--- src/rtl/exe_mem_pipe_reg_if.sv ---
// Bundle of EXE-side capture, MEM-side handshake and forwarding signals for the EXE->MEM boundary.
// Handshake: a payload moves EXE->boundary when exe_valid & !alu_busy & exe_allowin & !flush,
// and boundary->MEM when mem_valid & mem_ready; mem_* stays stable while mem_valid & !mem_ready.
interface exe_mem_pipe_reg_if #(parameter int XLEN = 64);
  logic            flush;
  logic            exe_valid;
  logic            alu_busy;
  logic [XLEN-1:0] exe_pc;
  logic [XLEN-1:0] alu_out;
  logic [XLEN-1:0] store_data;
  logic [4:0]      rd;
  logic            reg_wen;
  logic            mem_ren;
  logic            mem_wen;
  logic [2:0]      mem_size;
  logic            exe_allowin;
  logic            mem_ready;
  logic            mem_valid;
  logic [XLEN-1:0] mem_pc;
  logic [XLEN-1:0] mem_alu_out;
  logic [XLEN-1:0] mem_store_data;
  logic [4:0]      mem_rd;
  logic            mem_reg_wen;
  logic            mem_ren_o;
  logic            mem_wen_o;
  logic [2:0]      mem_size_o;
  logic            fwd_valid;
  logic [4:0]      fwd_rd;
  logic [XLEN-1:0] fwd_data;
  logic            fwd_load;

  modport slave (
    input  flush, exe_valid, alu_busy, exe_pc, alu_out, store_data, rd, reg_wen,
           mem_ren, mem_wen, mem_size, mem_ready,
    output exe_allowin, mem_valid, mem_pc, mem_alu_out, mem_store_data, mem_rd,
           mem_reg_wen, mem_ren_o, mem_wen_o, mem_size_o, fwd_valid, fwd_rd, fwd_data, fwd_load
  );

  modport master (
    output flush, exe_valid, alu_busy, exe_pc, alu_out, store_data, rd, reg_wen,
           mem_ren, mem_wen, mem_size, mem_ready,
    input  exe_allowin, mem_valid, mem_pc, mem_alu_out, mem_store_data, mem_rd,
           mem_reg_wen, mem_ren_o, mem_wen_o, mem_size_o, fwd_valid, fwd_rd, fwd_data, fwd_load
  );
endinterface

--- src/rtl/exe_mem_pipe_reg.sv ---
// EXE->MEM pipeline register with optional skid entry; main always holds the older instruction.
// Forwarding reflects the youngest held entry so the bypass network sees the newest rd value.
module exe_mem_pipe_reg #(
  parameter int XLEN    = 64,
  parameter bit SKID_EN = 1'b1
) (
  input  logic                clock,
  input  logic                reset,
  exe_mem_pipe_reg_if.slave   bus,
  output logic [1:0]          dbg_state_o
);

  typedef struct packed {
    logic [XLEN-1:0] pc;
    logic [XLEN-1:0] alu;
    logic [XLEN-1:0] sd;
    logic [4:0]      rd;
    logic            reg_wen;
    logic            ren;
    logic            wen;
    logic [2:0]      size;
  } entry_t;

  typedef enum logic [1:0] {
    S_EMPTY = 2'd0,
    S_ONE   = 2'd1,
    S_TWO   = 2'd2
  } state_e;

  state_e state_q, state_d;
  entry_t main_q, main_d;
  entry_t skid_q, skid_d;
  entry_t in_e;
  entry_t src;
  logic   allowin;
  logic   valid;
  logic   exe_fire;
  logic   mem_fire;
  logic   has_rd;

  assign in_e = '{pc: bus.exe_pc, alu: bus.alu_out, sd: bus.store_data, rd: bus.rd,
                  reg_wen: bus.reg_wen, ren: bus.mem_ren, wen: bus.mem_wen, size: bus.mem_size};

  // With the skid entry, allowin never looks at mem_ready; without it, it must.
  assign allowin  = SKID_EN ? (state_q != S_TWO) : ((state_q == S_EMPTY) || bus.mem_ready);
  assign valid    = (state_q != S_EMPTY);
  assign exe_fire = bus.exe_valid & ~bus.alu_busy & allowin & ~bus.flush;
  assign mem_fire = valid & bus.mem_ready;

  always_comb begin
    state_d = state_q;
    main_d  = main_q;
    skid_d  = skid_q;
    if (bus.flush) begin
      state_d = S_EMPTY;
    end else begin
      case (state_q)
        S_EMPTY: begin
          if (exe_fire) begin
            state_d = S_ONE;
            main_d  = in_e;
          end
        end
        S_ONE: begin
          if (exe_fire && mem_fire) begin
            main_d = in_e;
          end else if (exe_fire) begin
            state_d = S_TWO;
            skid_d  = in_e;
          end else if (mem_fire) begin
            state_d = S_EMPTY;
          end
        end
        S_TWO: begin
          if (mem_fire) begin
            state_d = S_ONE;
            main_d  = skid_q;
          end
        end
        default: state_d = S_EMPTY;
      endcase
    end
  end

  always_ff @(posedge clock) begin
    if (reset) begin
      state_q <= S_EMPTY;
      main_q  <= '0;
      skid_q  <= '0;
    end else begin
      state_q <= state_d;
      main_q  <= main_d;
      skid_q  <= skid_d;
    end
  end

  assign bus.exe_allowin    = allowin;
  assign bus.mem_valid      = valid;
  assign bus.mem_pc         = main_q.pc;
  assign bus.mem_alu_out    = main_q.alu;
  assign bus.mem_store_data = main_q.sd;
  assign bus.mem_rd         = main_q.rd;
  assign bus.mem_reg_wen    = main_q.reg_wen;
  assign bus.mem_ren_o      = main_q.ren;
  assign bus.mem_wen_o      = main_q.wen;
  assign bus.mem_size_o     = main_q.size;

  assign src    = (state_q == S_TWO) ? skid_q : main_q;
  assign has_rd = valid & (src.rd != 5'd0);

  assign bus.fwd_valid = has_rd & src.reg_wen & ~src.ren;
  assign bus.fwd_load  = has_rd & src.ren;
  assign bus.fwd_rd    = valid ? src.rd : 5'd0;
  assign bus.fwd_data  = valid ? src.alu : '0;

  assign dbg_state_o = state_q;

endmodule

--- src/flat_wrapper.sv ---
// flat-port wrapper written by rule: the top's interface ports become plain ports
module exe_mem_pipe_reg_flat 
#(
  parameter int XLEN    = 64,
  parameter bit SKID_EN = 1'b1
)
  (clock, reset, dbg_state_o, bus_flush, bus_exe_valid, bus_alu_busy, bus_exe_pc, bus_alu_out, bus_store_data, bus_rd, bus_reg_wen, bus_mem_ren, bus_mem_wen, bus_mem_size, bus_mem_ready, bus_exe_allowin, bus_mem_valid, bus_mem_pc, bus_mem_alu_out, bus_mem_store_data, bus_mem_rd, bus_mem_reg_wen, bus_mem_ren_o, bus_mem_wen_o, bus_mem_size_o, bus_fwd_valid, bus_fwd_rd, bus_fwd_data, bus_fwd_load);
  exe_mem_pipe_reg_if #(.XLEN(XLEN)) bus_i ();
  input  logic clock;
  input  logic reset;
  output logic [1:0] dbg_state_o;
  input wire logic [$bits(bus_i.flush)-1:0] bus_flush;
  input wire logic [$bits(bus_i.exe_valid)-1:0] bus_exe_valid;
  input wire logic [$bits(bus_i.alu_busy)-1:0] bus_alu_busy;
  input wire logic [$bits(bus_i.exe_pc)-1:0] bus_exe_pc;
  input wire logic [$bits(bus_i.alu_out)-1:0] bus_alu_out;
  input wire logic [$bits(bus_i.store_data)-1:0] bus_store_data;
  input wire logic [$bits(bus_i.rd)-1:0] bus_rd;
  input wire logic [$bits(bus_i.reg_wen)-1:0] bus_reg_wen;
  input wire logic [$bits(bus_i.mem_ren)-1:0] bus_mem_ren;
  input wire logic [$bits(bus_i.mem_wen)-1:0] bus_mem_wen;
  input wire logic [$bits(bus_i.mem_size)-1:0] bus_mem_size;
  input wire logic [$bits(bus_i.mem_ready)-1:0] bus_mem_ready;
  output wire logic [$bits(bus_i.exe_allowin)-1:0] bus_exe_allowin;
  output wire logic [$bits(bus_i.mem_valid)-1:0] bus_mem_valid;
  output wire logic [$bits(bus_i.mem_pc)-1:0] bus_mem_pc;
  output wire logic [$bits(bus_i.mem_alu_out)-1:0] bus_mem_alu_out;
  output wire logic [$bits(bus_i.mem_store_data)-1:0] bus_mem_store_data;
  output wire logic [$bits(bus_i.mem_rd)-1:0] bus_mem_rd;
  output wire logic [$bits(bus_i.mem_reg_wen)-1:0] bus_mem_reg_wen;
  output wire logic [$bits(bus_i.mem_ren_o)-1:0] bus_mem_ren_o;
  output wire logic [$bits(bus_i.mem_wen_o)-1:0] bus_mem_wen_o;
  output wire logic [$bits(bus_i.mem_size_o)-1:0] bus_mem_size_o;
  output wire logic [$bits(bus_i.fwd_valid)-1:0] bus_fwd_valid;
  output wire logic [$bits(bus_i.fwd_rd)-1:0] bus_fwd_rd;
  output wire logic [$bits(bus_i.fwd_data)-1:0] bus_fwd_data;
  output wire logic [$bits(bus_i.fwd_load)-1:0] bus_fwd_load;
  assign bus_i.flush = bus_flush;
  assign bus_i.exe_valid = bus_exe_valid;
  assign bus_i.alu_busy = bus_alu_busy;
  assign bus_i.exe_pc = bus_exe_pc;
  assign bus_i.alu_out = bus_alu_out;
  assign bus_i.store_data = bus_store_data;
  assign bus_i.rd = bus_rd;
  assign bus_i.reg_wen = bus_reg_wen;
  assign bus_i.mem_ren = bus_mem_ren;
  assign bus_i.mem_wen = bus_mem_wen;
  assign bus_i.mem_size = bus_mem_size;
  assign bus_i.mem_ready = bus_mem_ready;
  assign bus_exe_allowin = bus_i.exe_allowin;
  assign bus_mem_valid = bus_i.mem_valid;
  assign bus_mem_pc = bus_i.mem_pc;
  assign bus_mem_alu_out = bus_i.mem_alu_out;
  assign bus_mem_store_data = bus_i.mem_store_data;
  assign bus_mem_rd = bus_i.mem_rd;
  assign bus_mem_reg_wen = bus_i.mem_reg_wen;
  assign bus_mem_ren_o = bus_i.mem_ren_o;
  assign bus_mem_wen_o = bus_i.mem_wen_o;
  assign bus_mem_size_o = bus_i.mem_size_o;
  assign bus_fwd_valid = bus_i.fwd_valid;
  assign bus_fwd_rd = bus_i.fwd_rd;
  assign bus_fwd_data = bus_i.fwd_data;
  assign bus_fwd_load = bus_i.fwd_load;
  exe_mem_pipe_reg #(.XLEN(XLEN), .SKID_EN(SKID_EN)) u_core (.clock(clock), .reset(reset), .bus(bus_i), .dbg_state_o(dbg_state_o));
endmodule
--- config.mk ---
export PLATFORM = sky130hd
export DESIGN_NAME = exe_mem_pipe_reg_flat
export DESIGN_NICKNAME = d
export VERILOG_FILES = /design/src/rtl/exe_mem_pipe_reg_if.sv /design/src/rtl/exe_mem_pipe_reg.sv /design/src/flat_wrapper.sv
export SDC_FILE = /design/constraint.sdc
export NUM_CORES = 1
export LEC_CHECK = 0
export CAP_MARGIN = 10
export CORE_MARGIN = 5
export CORE_UTILIZATION = 51
export DETAILED_ROUTE_END_ITERATION = 8
export PLACE_DENSITY = 0.85
export SLEW_MARGIN = 0
export SYNTH_ARGS = -nofsm -noshare
export SYNTH_HDL_FRONTEND = slang
export SYNTH_SLANG_ARGS = --single-unit
--- constraint.sdc ---
create_clock -name clock -period 3.4 [get_ports clock]
set_input_delay 0.68 -clock clock [delete_from_list [all_inputs] [get_ports clock]]
set_output_delay 0.68 -clock clock [all_outputs]
set_load 0.03 [all_outputs]
==> results by stage, run 1 <==
Run status:
- The flow ran to the end, and the final reports show no timing, DRC or antenna violations.

Die:
- The die covers 36550 µm².
- The die height is between 150 and 200 µm.
- Pin placement for this block handled 487 I/O pins.
- From left edge to right edge, the die measures 191.2 µm.
- After floorplanning, the core was divided into 66 placement rows.
- The area of the core is 32450 µm².
- The initial cell density of the core is 51.59%.

Route:
- The post-detailed-route via-to-cell ratio is ~5.6.
- The final antenna-violating net count is 0.
- The via total after detailed routing is 16.88k.
- In this run, the number of DRC markers left after iteration 0 of detailed routing was 1523.
- The number of detailed-route iterations in the first pass is 6.
- The per-cell routed wire length is 18.31 µm.
- The final routed DRC violation total is 0.
- For this block, the routed nets add up to 55560 µm of wire.

STA:
- For the final routed database, the setup TNS stands at 0 ps.
- The smallest clock period supported by the final layout is computed as 3278 ps.
- The final critical path takes up 96.42% of the cycle.
- The actual slew at the worst max-slew pin is 872.0 ps.
- The setup violation total in the final timing report is 0.
- Clock skew on the completed layout was measured at between 20 and 30 ps.
- The number of max-slew violations in the final report is 0.
- The final hold violation count is 0.
- Setup repair after global routing left no endpoint under its margin.
- Based on the critical path, the design can be clocked at up to 305.0 MHz.
- The relative max-transition margin is 41.87%.

Synthesis:
- The proportion of register bits with asynchronous set or reset after synthesis is 0%.
- The post-synthesis cell area is approximately 17000 µm².
- sky130_fd_sc_hd__dfxtp_1 takes more of the synthesized area than any other cell.
- After synthesis, the largest family of logic cells by area is compound AO/OA/AOI/OAI gates.
- By instance count, the leading cell after synthesis is sky130_fd_sc_hd__nand2_1.
- The prevailing post-synth register cell is sky130_fd_sc_hd__dfxtp_1.
- The synthesized netlist devotes 23.05% of its cell area to compound gates.
- The net count after synthesis is about 2.4k.
- Yosys attributes the largest share of cell area to sky130_fd_sc_hd__dfxtp_1, sky130_fd_sc_hd__nand2_1, sky130_fd_sc_hd__o21a_1, sky130_fd_sc_hd__a31oi_1, sky130_fd_sc_hd__a21oi_1.
- The fraction of post-synthesis cell area in the top cell type by area is 48.78%.
- Of the total synthesized cell area, the portion taken by AND, OR, NAND and NOR gates is 21.92%.
- Summing the areas of all fa, ha and maj instances in the mapped netlist gives 0% of the synthesized area.
- After synthesis, flip-flops and latches occupy 48.78% of the total area.
- Yosys printed 0 warnings.
- Of the total synthesized cell area, the portion taken by XOR and XNOR cells is 0%.
- The count of mapped cells out of synthesis is 2181.
- Synthesis instantiated 28 different standard cells from the library.
- The commonest cells after synthesis are sky130_fd_sc_hd__nand2_1, sky130_fd_sc_hd__dfxtp_1, sky130_fd_sc_hd__a21oi_1, sky130_fd_sc_hd__a31oi_1, sky130_fd_sc_hd__o21a_1.
- The flop and latch count out of synthesis is between 400 and 500.
- In this run, synthesis inferred 0 flip-flops with an integrated enable.
- The post-synthesis mux area share is 0.1196%.
- The mean post-synth cell area is around 7.7 µm².

Critical path:
- Of all nets on the critical path, the largest fanout is 89.
- The number of buffer and inverter stages on the critical path is 2.
- Counting cells, the worst reg-to-reg path comes to 8.
- Walking the worst path, the cells encountered are nor2b_4 -> buf_12 -> nand2_1 -> nand2_1 -> clkdlybuf4s50_1.
- The launch instance of the worst register-to-register path is u_core.dbg_state_o[1]$_SDFFE_PP0P_.
- The worst setup path is launched from a register.
- The internal reg-to-reg setup slack is 670 ps.
- The kind of end point of the critical path is a primary output.
- The endpoint identified for the worst register-to-register timing path is u_core.bus.mem_pc[45]$_SDFFE_PP0P_.
- At the worst endpoint, the required time is 2720 ps.
- On the worst path, the slowest cell contributes a delay of about 690 ps.
- The slowest stage of the critical path belongs to the cell sky130_fd_sc_hd__clkdlybuf4s50_1.
- Broken down by cell family, the worst path's largest delay share belongs to buffers and inverters.
- The cell that appears most often on the critical path is sky130_fd_sc_hd__nand2_1.
- The arrival time at the worst endpoint is 2600 ps.
- By startpoint and endpoint, the worst setup path is classified as register to primary output.

Final layout:
- The area growth from synthesis to layout is 37.37%.
- The share of post-route cells with drive strength above 1 is 4.096%.
- Cells fill 70.87% of the core in the end.
- The filler cell count in the final layout is ~2.5k.
- At the end of the flow, the number of nets in the layout was 2765.
- Once layout is complete, the cells apart from fillers number 3035.

Power:
- In this run the static leakage power is 0.008637 µW.
- The worst-case IR drop observed on VDD is 0.0004471 V.
- In this run the power density over the cells is approximately 480 nW/µm².
- The sum of internal, switching and leakage power is 10950 µW.

Clock network:
- Clock-pin slew was measured on the worst setup and hold paths at 60 ps.
- The number of sinks on the clock net is 408.
- The number of H-tree levels is 2.
- The clock reaches the later pin of the worst-skew pair after 530 ps.
- The root buffer cell chosen for the clock tree is sky130_fd_sc_hd__clkbuf_16.
- In this run the post-CTS setup repair buffer count came out at 0.
- The total CTS buffers is 43.
- The buffer levels on the longest clock path is 3.
- The CTS tree is done.

Hold path:
- The worst hold path terminates at u_core.skid_q[11]$_SDFFE_PP0P_.
- The worst hold path startpoint is u_core.skid_q[11]$_SDFFE_PP0P_.
- In this run the worst hold path is classified as register to register.
- The number of cells on the worst hold path is 2.

GRT:
- Entering global routing, the biggest net connects 109 pins.
- The number of global-route vias before repair is around 16k.
- The number of antenna violations at the first check in global routing came to 5.
- The global-route usage over all layers is 28.71%.
- The first global-routing pass estimated about 86000 µm of wire.
- The total overflow left after global routing is 0.

Job:
- Max-cap violations in this run came to 0.

Placed design:
- In this run, placement finished with an instance count of roughly 3.0k.
- The placed wire-length estimate after detailed placement is 36900 µm.
- Routability-driven placement finished with a final weighted congestion of 0.8972.
- The number of buffers added on ports is between 400 and 500.
## area by class of cell
class	instances	area (µm²)	share of cell area, %
Sequential cell	408	8169	35.52
Clock inverter	11	108.9	0.4733
Multi-Input combinational cell	1584	7580	32.95
Clock buffer	66	1285	5.587
Tap cell	442	553.0	2.404
Antenna cell	5	12.51	0.05440
Inverter	1	8.758	0.03808
Timing Repair Buffer	518	5284	22.97
## registers in the layout, summed over array words and instances, names as in the netlist
register and flops:
u_core.bus.mem_alu_out 64, u_core.bus.mem_pc 64, u_core.bus.mem_rd 5, u_core.bus.mem_reg_wen 1
u_core.bus.mem_ren_o 1, u_core.bus.mem_size_o 3, u_core.bus.mem_store_data 64, u_core.bus.mem_wen_o 1
u_core.dbg_state_o 2, u_core.skid_q 203
## cell usage in the layout (no fill, tap or decap), drive strengths merged, types with 2 or more instances in the layout
cell	instances
a21oi	205
a31oi	203
and2b	2
buf	35
bufinv	2
clkbuf	66
clkdlybuf4s50	483
clkinv	9
dfxtp	408
diode	5
mux2i	2
nand2	949
nand3b	2
nor2	4
nor3	2
o21a	203
## worst max path at each step
stage / start / to / slack, ps / cells past startpoint
final: u_core.dbg_state_o[1]$_SDFFE_PP0P_ / bus_fwd_data[59] / 120 / 5
after global routing: u_core.dbg_state_o[1]$_SDFFE_PP0P_ / bus_fwd_data[59] / 5 / 5
after CTS: u_core.dbg_state_o[0]$_SDFFE_PP0P_ / bus_fwd_data[59] / 80 / 4
after detailed placement: u_core.dbg_state_o[0]$_SDFFE_PP0P_ / bus_fwd_data[59] / 660 / 4
after global placement: u_core.dbg_state_o[0]$_SDFFE_PP0P_ / bus_fwd_rd[4] / 690 / 3
after floorplan: u_core.dbg_state_o[1]$_SDFFE_PP0P_ / bus_fwd_load / 720 / 6
## worst min-delay path: cells and delay by family, from the launching register on
kind / cells / cell delay [ps]
compound gates: 1 / 50
flops: 1 / 310
simple gates: 1 / 50
## metrics by stage
stage | instance area, µm² | setup WS (ps) | hold WS (ps)
finish | 23000 | 121.7 | 453.7
global route | 23000 | 4.984 | 468.3
detailed placement | 21590 | 655.0 | 446.5
floorplan | 16740 | 715.7 | 436.6
CTS | 22980 | 78.46 | 454.8
global placement | 21590 | 685.9 | 441.3
## layer usage
layer,wire (µm),track usage [%]
met2,26480,47.81
met5,13,0
met3,5217,8.327
met1,21420,34.89
met4,2426,12.02
## power by group
group | switching (µW) | internal [µW] | total [µW]
clock network | 1870 | 2750 | 4620
logic | 707 | 610 | 1320
registers | 93.3 | 4920 | 5010
total | 2670 | 8280 | 11000
## kinds of logic (layout without fill, tap and decap cells)
group | after synthesis | in the layout
simple gates | 966 | 966
compound gates | 616 | 616
flops | 408 | 408
buf+inv | 189 | 596
mux | 2 | 2
other cells | 0 | 5
## timing repair
action,4_1_cts,5_1_grt
resized for setup,0,1
setup endpoints to repair,0,8
hold buffers,0,0
endpoints found under the hold margin,0,0
Power figures use the tool's default switching activity.
==> run 2: changes to the inputs <==
--- a/config.mk
+++ b/config.mk
@@ -7,9 +7,9 @@
 export LEC_CHECK = 0
 export CAP_MARGIN = 10
 export CORE_MARGIN = 5
-export CORE_UTILIZATION = 51
+export CORE_UTILIZATION = 48
 export DETAILED_ROUTE_END_ITERATION = 8
-export PLACE_DENSITY = 0.85
+export PLACE_DENSITY = 0.81
 export SLEW_MARGIN = 0
 export SYNTH_ARGS = -nofsm -noshare
 export SYNTH_HDL_FRONTEND = slang
==> constraint.sdc (replaced) <==
create_clock -name clock -period 3.2 [get_ports clock]
set_input_delay 0.64 -clock clock [delete_from_list [all_inputs] [get_ports clock]]
set_output_delay 0.64 -clock clock [all_outputs]
set_load 0.03 [all_outputs]
==> run 2 against run 1 <==
  * Cell area increased by 0.66%
  * Die area increased by 5.9%
  * Register-to-register slack improved by 300 ps
  * Final cell count increased by 0.69%
  * Global-route usage decreased by 2.5 points
  * Setup slack got worse by 26 ps
  * Utilization decreased by 3.7 points
  * Non-clock buffer count increased by 13
  * Critical path type unchanged
  * Critical endpoint is now bus_fwd_rd[3]
  * Largest cell class unchanged
  * Largest power group unchanged
==> results by stage, run 2 (synthesis results as in run 1) <==
Run status:
- The flow ran to the end, and the final reports show no timing, DRC or antenna violations.

STA:
- The achievable clock frequency is 322.1 MHz.
- Measured against its own limit, the worst slew margin works out to 42.67%.
- The smallest hold slack is roughly 450 ps.
- The final hold violation count is 0.
- The number of max-slew violations in the final report is 0.
- The minimum period implied by the final worst setup slack is 3105 ps.
- For the pin with the worst max-slew slack, the measured transition is between 800 and 900 ps.
- Dividing the final minimum period by the clock period gives approximately 97%.
- The setup violation total in the final timing report is 0.
- Clock skew on the completed layout was measured at between 10 and 15 ps.
- The final worst-path setup slack is 95.39 ps.

Die:
- The number of cell rows is 68.
- The die width is 196.8 µm.
- The die is 196.8 µm tall.
- The initial cell density of the core is 48.59%.
- The die covers just under 40000 µm².
- For this design the top-level I/O count stands at about 490.
- The area of the core is between 30000 and 40000 µm².

Placed design:
- At the end of routability-driven placement, the weighted congestion stood at 0.8807.
- The minimum setup slack after placement is 489.4 ps.
- The placed wire-length estimate after detailed placement is 36230 µm.
- In this run the tool buffered the top-level ports with 486 buffer cells.

Critical path:
- The end of the worst register-to-register path is u_core.skid_q[89]$_SDFFE_PP0P_.
- The maximum fanout count along the critical path is 24.
- The largest individual stage delay along the critical path comes from the cell sky130_fd_sc_hd__clkdlybuf4s50_1.
- Walking the worst path, the cells encountered are nor2b_4 -> buf_4 -> buf_12 -> nand2_1 -> nand2_1 -> clkdlybuf4s50_1.
- The critical path's largest stage delay is between 600 and 700 ps.
- Across all register-to-register paths, the minimum setup slack is 970 ps.
- The startpoint identified for the worst register-to-register timing path is u_core.dbg_state_o[0]$_SDFFE_PP0P_.
- The critical path is of the register to primary output type.
- For the worst flop-to-flop path, the logic depth is 6.
- The worst setup path is launched from a register.
- The critical path required time is ~2600 ps.
- By instance count, the cell type seen most on the critical path is sky130_fd_sc_hd__nand2_1.
- STA classifies the critical path endpoint as a primary output.
- Data arrives at the worst endpoint at 2460 ps.

Clock network:
- The buffer levels on the longest clock path is 3.
- Clock tree synthesis inserted a total of 43 buffers.
- The number of H-tree levels is 2.
- The clock drives 408 sinks.
- The root buffer cell chosen for the clock tree is sky130_fd_sc_hd__clkbuf_16.
- The clock reaches the later pin of the worst-skew pair after 540 ps.
- TritonCTS built the clock tree.
- After clock tree synthesis, the clock-pin slew on the worst setup and hold paths is 60 ps.

Route:
- The DRC marker count from the first detailed-route iteration is 1253.
- The routed design has 54830 µm of wire.
- For this run, the detailed router's first-pass iteration total came to 5.
- The final routed DRC violation total is 0.
- The routed layout has between 15k and 20k vias.
- The post-detailed-route via-to-cell ratio is 5.503.
- After detailed routing, the average wire length per cell comes to 17.94 µm.
- The final antenna-violating net count is 0.

GRT:
- The number of antenna violations at the first check in global routing came to 5.
- Entering global routing, the biggest net connects 140 pins.
- The global route total overflow is 0.
- Global routing used 26.24% of the available tracks.
- The number of global-route vias before repair is 15.80k.
- The first global-routing pass estimated between 80000 and 90000 µm of wire.

Hold path:
- The path class of the tightest hold or removal check is register to register.
- The worst hold path startpoint is u_core.skid_q[201]$_SDFFE_PP0P_.
- The endpoint of the worst hold path is u_core.skid_q[201]$_SDFFE_PP0P_.
- Along the worst hold path, the cell count comes to 2.

Job:
- Max-cap violations in this run came to 0.

Power:
- For this design the static power due to leakage is 0.009051 µW.
- The worst voltage drop across the vdd grid is 0.0004051 V.
- The power density of the placed cells is 500.4 nW/µm².

Final layout:
- From synthesis to final layout, the design area changed by 38.28%.
- The top cell types in the final layout, fill and taps aside, are sky130_fd_sc_hd__nand2_1, sky130_fd_sc_hd__clkdlybuf4s50_1, sky130_fd_sc_hd__dfxtp_1.
- The filler cell count in the final layout is 2780.
- Leaving out fill and tap cells, the most frequent cell in the layout is sky130_fd_sc_hd__nand2_1.
- The combined area of the multi-input logic cells is 7580 µm².
- In the final design database the tool counted 2778 nets.
- The register cell area after layout is 8169 µm².
- In the final layout, the share of cells above drive strength 1 is 5.848%.
- The register with the most flip-flops in the layout has 203 of them.
- More flip-flops sit in one register than any other, and that register is u_core.skid_q.
run 2: area by class of cell:
cell class	count	share of cell area, %
Tap cell	455	2.459
Clock inverter	12	0.3837
Antenna cell	2	0.02162
Inverter	1	0.03783
Multi-Input combinational cell	1584	32.74
Timing Repair Buffer	531	23.53
Clock buffer	63	5.545
Sequential cell	408	35.28
run 2: timing repair:
item / 4_1_cts / 5_1_grt
hold buffers: 0 / 0
gates cloned: 0 / 2
gates resized for setup: 4 / 13
setup buffers: 0 / 3
endpoints found under the setup margin: 4 / 35
run 2: critical path: cells and delay by family, from the launching register on:
family	cells	cell delay [ps]
buffers and inverters	3	1030
flip-flops	1	450
AND/OR/NAND/NOR	3	450
run 2: layer usage:
metal	GRT usage (%)	up-vias	share of wire, %
met5	0	-	0.071
met4	10.22	6	3.8
met3	7.231	134	9.0
met2	43.65	723	48
met1	32.50	7887	39
li1	-	8066	-
run 2: worst max-delay path by stage:
stage,from,to,cells after the start
2_1_floorplan,u_core.dbg_state_o[1]$_SDFFE_PP0P_,bus_fwd_load,6
3_3_place_gp,bus_alu_busy,u_core.skid_q[175]$_SDFFE_PP0P_,6
3_5_place_dp,bus_alu_busy,u_core.skid_q[200]$_SDFFE_PP0P_,6
4_1_cts,u_core.dbg_state_o[1]$_SDFFE_PP0P_,bus_fwd_data[27],5
5_1_grt,u_core.dbg_state_o[1]$_SDFFE_PP0P_,bus_fwd_rd[3],6
6_report,u_core.dbg_state_o[1]$_SDFFE_PP0P_,bus_fwd_rd[3],6
run 2: power by group:
part / switching [µW] / total (µW) / internal [µW] / leakage [µW]
registers: 99.4 / 5330 / 5230 / 0.00331
clock network: 2000 / 4850 / 2850 / 0.000687
logic: 750 / 1410 / 657 / 0.00505
total: 2850 / 11600 / 8730 / 0.00905
run 2: per-stage QoR:
step	cells	cell area (µm²)	TNS, ps	power [µW]	utilization [%]
2_1_floorplan	2181	16740	0	6110	-
3_3_place_gp	2974	21680	0	6812	62.91
3_5_place_dp	2974	21680	0	6832	62.91
4_1_cts	3049	23040	0	11640	66.88
5_1_grt	3056	23150	-6.654	11970	67.19
6_report	3056	23150	0	11590	67.19
